[src/rtl/chunked_serial_adder.sv]
`default_nettype none
// ============================================================================
// Module      : chunked_serial_adder
// Description : Multi-cycle adder/subtractor. Processes CHUNK bits per clock,
//               least-significant chunk first, through a registered carry.
//               start/busy/done handshake; reports carry-out and overflow.
// Revision    : 1.0 - initial release
// ============================================================================
module chunked_serial_adder #(
    parameter int WIDTH = 16,
    parameter int CHUNK = 4
) (
    input  logic             clk,
    input  logic             rst,
    input  logic             start_i,
    input  logic             sub_i,
    input  logic [WIDTH-1:0] a_i,
    input  logic [WIDTH-1:0] b_i,
    input  logic             cin_i,
    output logic             busy_o,
    output logic             done_o,
    output logic [WIDTH-1:0] sum_o,
    output logic             cout_o,
    output logic             ovf_o
);

    localparam int N     = WIDTH / CHUNK;
    localparam int CNT_W = (N > 1) ? $clog2(N) : 1;

    localparam logic [CNT_W-1:0] c_LAST = CNT_W'(N - 1);
    localparam logic [CNT_W-1:0] c_ONE  = CNT_W'(1);

    localparam logic [0:0] c_IDLE = 1'b0;
    localparam logic [0:0] c_BUSY = 1'b1;

    logic [0:0]       state_q, state_d;
    logic [WIDTH-1:0] a_q;       // operand A, shifted right one chunk per cycle
    logic [WIDTH-1:0] b_q;       // effective operand B, shifted likewise
    logic             carry_q;
    logic [CNT_W-1:0] cnt_q;
    logic [WIDTH-1:0] part_q;    // partial result, filled from the top down
    logic [WIDTH-1:0] sum_q;
    logic             cout_q;
    logic             ovf_q;
    logic             done_q;

    logic             accept;
    logic             last;
    logic [CHUNK:0]   chunk_sum;
    logic             msb_cin;
    logic [WIDTH-1:0] next_part;

    assign accept = (state_q == c_IDLE) && start_i;
    assign last   = (state_q == c_BUSY) && (cnt_q == c_LAST);

    // The low chunk of the shifted operands is always the chunk being processed.
    assign chunk_sum = {1'b0, a_q[CHUNK-1:0]} + {1'b0, b_q[CHUNK-1:0]}
                     + {{CHUNK{1'b0}}, carry_q};

    // Carry into the MSB recovered from the MSB sum bit: s = a ^ b ^ cin.
    assign msb_cin = a_q[CHUNK-1] ^ b_q[CHUNK-1] ^ chunk_sum[CHUNK-1];

    generate
        if (N == 1) begin : g_single
            logic unused_part;
            assign unused_part = ^part_q;
            assign next_part   = chunk_sum[CHUNK-1:0];
        end else begin : g_multi
            assign next_part = {chunk_sum[CHUNK-1:0], part_q[WIDTH-1:CHUNK]};
        end
    endgenerate

    // State register
    always_ff @(posedge clk or posedge rst) begin
        if (rst) begin
            state_q <= c_IDLE;
        end else begin
            state_q <= state_d;
        end
    end

    // Next-state logic: accept in IDLE, leave BUSY after the last chunk
    always_comb begin
        state_d = state_q;
        case (state_q)
            c_IDLE:  if (start_i) state_d = c_BUSY;
            c_BUSY:  if (last)    state_d = c_IDLE;
            default:              state_d = c_IDLE;
        endcase
    end

    // Output decode from state
    always_comb begin
        busy_o = (state_q == c_BUSY);
    end

    // Datapath: capture operands on accept, add one chunk per busy cycle
    always_ff @(posedge clk or posedge rst) begin
        if (rst) begin
            a_q     <= '0;
            b_q     <= '0;
            carry_q <= 1'b0;
            cnt_q   <= '0;
            part_q  <= '0;
            sum_q   <= '0;
            cout_q  <= 1'b0;
            ovf_q   <= 1'b0;
        end else if (accept) begin
            a_q     <= a_i;
            b_q     <= sub_i ? ~b_i : b_i;
            carry_q <= sub_i ? 1'b1 : cin_i;
            cnt_q   <= '0;
            part_q  <= '0;
        end else if (state_q == c_BUSY) begin
            a_q     <= a_q >> CHUNK;
            b_q     <= b_q >> CHUNK;
            carry_q <= chunk_sum[CHUNK];
            part_q  <= next_part;
            cnt_q   <= cnt_q + c_ONE;
            if (last) begin
                sum_q  <= next_part;
                cout_q <= chunk_sum[CHUNK];
                ovf_q  <= msb_cin ^ chunk_sum[CHUNK];
            end
        end
    end

    // Completion pulse, high for the single cycle after the last chunk
    always_ff @(posedge clk or posedge rst) begin
        if (rst) begin
            done_q <= 1'b0;
        end else begin
            done_q <= last;
        end
    end

    assign done_o = done_q;
    assign sum_o  = sum_q;
    assign cout_o = cout_q;
    assign ovf_o  = ovf_q;

endmodule
`default_nettype wire

[config.mk]
export PLATFORM = sky130hd
export DESIGN_NAME = chunked_serial_adder
export DESIGN_NICKNAME = d
export VERILOG_FILES = /design/src/rtl/chunked_serial_adder.sv
export SDC_FILE = /design/constraint.sdc
export NUM_CORES = 1
export LEC_CHECK = 0
export BUFFER_PORTS_ARGS = -buffer_cell sky130_fd_sc_hd__buf_2
export CAP_MARGIN = 20
export CORE_AREA = 8 8 98 117
export DETAILED_ROUTE_END_ITERATION = 8
export DIE_AREA = 0 0 106 125
export PLACE_DENSITY = 0.53
export SLEW_MARGIN = 25
export SYNTH_ARGS = -nofsm -noshare
export SYNTH_HDL_FRONTEND = slang
export SYNTH_SLANG_ARGS = --single-unit
[constraint.sdc]
create_clock -name clk -period 3.1 [get_ports clk]
set_input_delay 0.155 -clock clk [delete_from_list [all_inputs] [get_ports clk]]
set_output_delay 0.155 -clock clk [all_outputs]
set_load 0.1 [all_outputs]
==> key figures <==
Synth
  • Post-Syn Instances: 292
  • Post-Syn Nets: 335
  • Seq cells post-synth: 67
  • Post-Syn Area: around 3100 sq um
  • Distinct cells, synth: 28
  • Register area share after synthesis: 0.545
  • Synth Area per Inst: approximately 11 sq um
  • Yosys warning count: 0

Clock network
  • Worst skew pair latency: approximately 0.32 ns
  • Cts bufs inserted: 9
  • Hold buffers post-CTS: 0
  • CTS resizes: 0
  • Setup bufs post-CTS: 0
  • H-tree depth: 3
  • Clk slew on worst S/H paths: around 0.050 ns
  • Clock sink count: 67
  • CTS tree: built
  • CTS root buffer: clkbuf_16
  • Clk buf depth: 2

Die
  • Area of the die: about 13000 sq um
  • Core area: 9760 sq um
  • Starting Density: 0.315
  • # IOs: 57
  • Die H: 125 microns
  • Die Wd: between 100 and 150 microns
  • Row count: 40

STA
  • Final worst slack: 1.05 ns
  • Clock skew: roughly 0.0071 ns
  • Setup TNS: 0 ns
  • Period utilization: 0.661
  • Slew Limit Fails: 0
  • RSZ-0062 raised after global routing: no
  • Achievable Freq: approximately 0.49 GHz
  • Least-Margin Pin Slew: ~0.85 ns
  • Slew headroom: 0.430
  • Final setup vio count: 0
  • Minimum clock period: about 2 ns
  • Final hold violations: 0
  • Final Hold Slack: ~0.076 ns

Worst setup path
  • CP Class: reg2reg
  • Crit-path max cell delay: about 0.47 ns
  • Crit path launch type: flop
  • Crit path buf inv count: 1
  • R2r setup slk: roughly 1.1 ns
  • CP Data Arrival Time: between 2 and 2.5 ns
  • WP data required: between 3 and 4 ns
  • Slowest cell on the critical path: fa_1
  • CP most frequent cell: fa_1
  • Worst setup EP type: flop
  • CP Cell Sequence: inv_1 -> fa_1 -> fa_1 -> nand2b_1 -> a21oi_1 -> xnor2_1 -> o21ai_1
  • CP Max Fanout: 3
  • Worst path top cell family by delay: adder cells

GRT
  • Global-route wire length before repair: 10800 microns
  • Gr usage total: 0.101
  • Initial antenna violation count: 0
  • Grt total ovfl: 0
  • Vias in the first global route: approximately 2200
  • Largest net degree at the start of global routing: 80

Finish
  • FF+latch area: 1680 sq um
  • # diodes: 0
  • Most frequent cells in the layout: 66 x dfrtp_1, 56 x buf_2, 48 x nand2_1
  • Leading cell type in the layout, fill and taps excluded: dfrtp_1
  • Area Growth Syn to Fin: 20.1%
  • Layout cells sized above 1: 0.265
  • Layout net count: between 300 and 400
  • Fillers: ~1000
  • Area of the multi-input gates: between 1000 and 1500 sq um

Power
  • P per Cell Area: 1130 nW/um^2
  • Leak: ~1.8 nW
  • Peak supply drop: approximately 0.00031 V
  • Final total power: 4.19 mW

Routing
  • Antenna viol nets, final: 0
  • Detail-routed via count per cell: around 4.4
  • Via count: approximately 2100
  • Drt total wl: 6250 microns
  • Iter 0 DRT Violations: 85
  • DR pass1 iterations: 4
  • Drt drc: 0
  • Wire per inst: 13.2 microns

Placement
  • HPWL after DPL: 4300 microns
  • Pre-CTS WS: about 1.1 ns
  • IO Port Bufs: 56
  • GPL Wtd Cong: between 0.7 and 0.8

Flow run
  • MaxCap Viol Count: 0

Worst hold path
  • Hold WC Path Type: in2async

Outcome
  • Status: completed
[metrics by stage]
stage	utilization	instance area, sq um	std cells
after floorplan	-	3080	292
after global placement	0.348	3390	457
after detailed placement	0.348	3390	457
after CTS	0.378	3690	473
after global routing	0.378	3690	473
final	0.378	3690	473
[synth_stat cells]
cell type	number	area [sq um]
dfrtp_1	67	1680
nand2_1	48	180
o21ai_0	33	165
nor2_1	24	90.1
mux2i_1	17	170
xnor2_1	17	149
a21oi_1	14	70.1
mux2_2	14	158
o21ai_1	8	40.0
inv_1	7	26.3
buf_2	6	30.0
buf_4	5	37.5
a211oi_1	4	30.0
buf_6	4	45.0
clkbuf_1	4	15.0
ha_1	4	50.1
fa_1	2	40.0
inv_2	2	7.51
nand3_1	2	10.0
xor2_1	2	17.5
a21o_1	1	7.51
a22o_1	1	8.76
a31o_2	1	8.76
and3_1	1	6.26
buf_8	1	15.0
nand2b_1	1	6.26
o21ai_2	1	8.76
or3_1	1	6.26
[power by group]
part	switching, mW	internal (mW)
Clock	0.348	0.666
Combinational	1.33	0.440
Sequential	0.185	1.22
[tightest hold or removal path, delay by kind of cell]
family / cells / cell delay [ns]
buf+inv: 3 / 0.77
[per-layer routing]
layer,track usage,wire [microns]
met3,0.0375,314
met2,0.163,2970
met4,0.0373,63
met1,0.120,2910
met5,0,0
[kinds of logic (layout without fill, tap and decap cells)]
group | after synthesis | after routing | synth area share
AO/OA/AOI/OAI | 63 | 63 | 0.110
XOR/XNOR | 19 | 19 | 0.0541
adder cells (fa/ha/maj) | 6 | 6 | 0.0293
buffers and inverters | 29 | 84 | 0.0574
flip-flops | 67 | 67 | 0.545
multiplexers | 31 | 31 | 0.107
AND/OR/NAND/NOR | 77 | 77 | 0.0972
[worst paths after layout]
check / from / to / cells after the start
min in group clk: a_i[12] / a_q[12]$_DFFE_PP0P_ / 3
setup / recovery: a_q[0]$_DFFE_PP0P_ / ovf_o$_DFFE_PP0P_ / 7
setup reg to reg: a_q[0]$_DFFE_PP0P_ / ovf_o$_DFFE_PP0P_ / 7
hold reg to reg: a_q[11]$_DFFE_PP0P_ / a_q[7]$_DFFE_PP0P_ / 2
max in group asynchronous: rst / busy_o$_DFF_PP0_ / 3
hold / removal: rst / a_q[1]$_DFFE_PP0P_ / 3
[final cells by class]
type,count,share of cell area
clock buffer,14,0.0715
multi-input combinational,196,0.331
timing repair buffer,59,0.0820
tap,126,0.0427
sequential,67,0.454
clock inverter,2,0.00949
inverter,9,0.00915
[flip-flops by register name (all words and copies together) (netlist names)]
signal,cells
cout_o,1
ovf_o,1
cnt_q,2
a_q,16
part_q,12
b_q,16
done_o,1
sum_o,16
carry_q,1
busy_o,1
(Power assumes the default switching activity.)
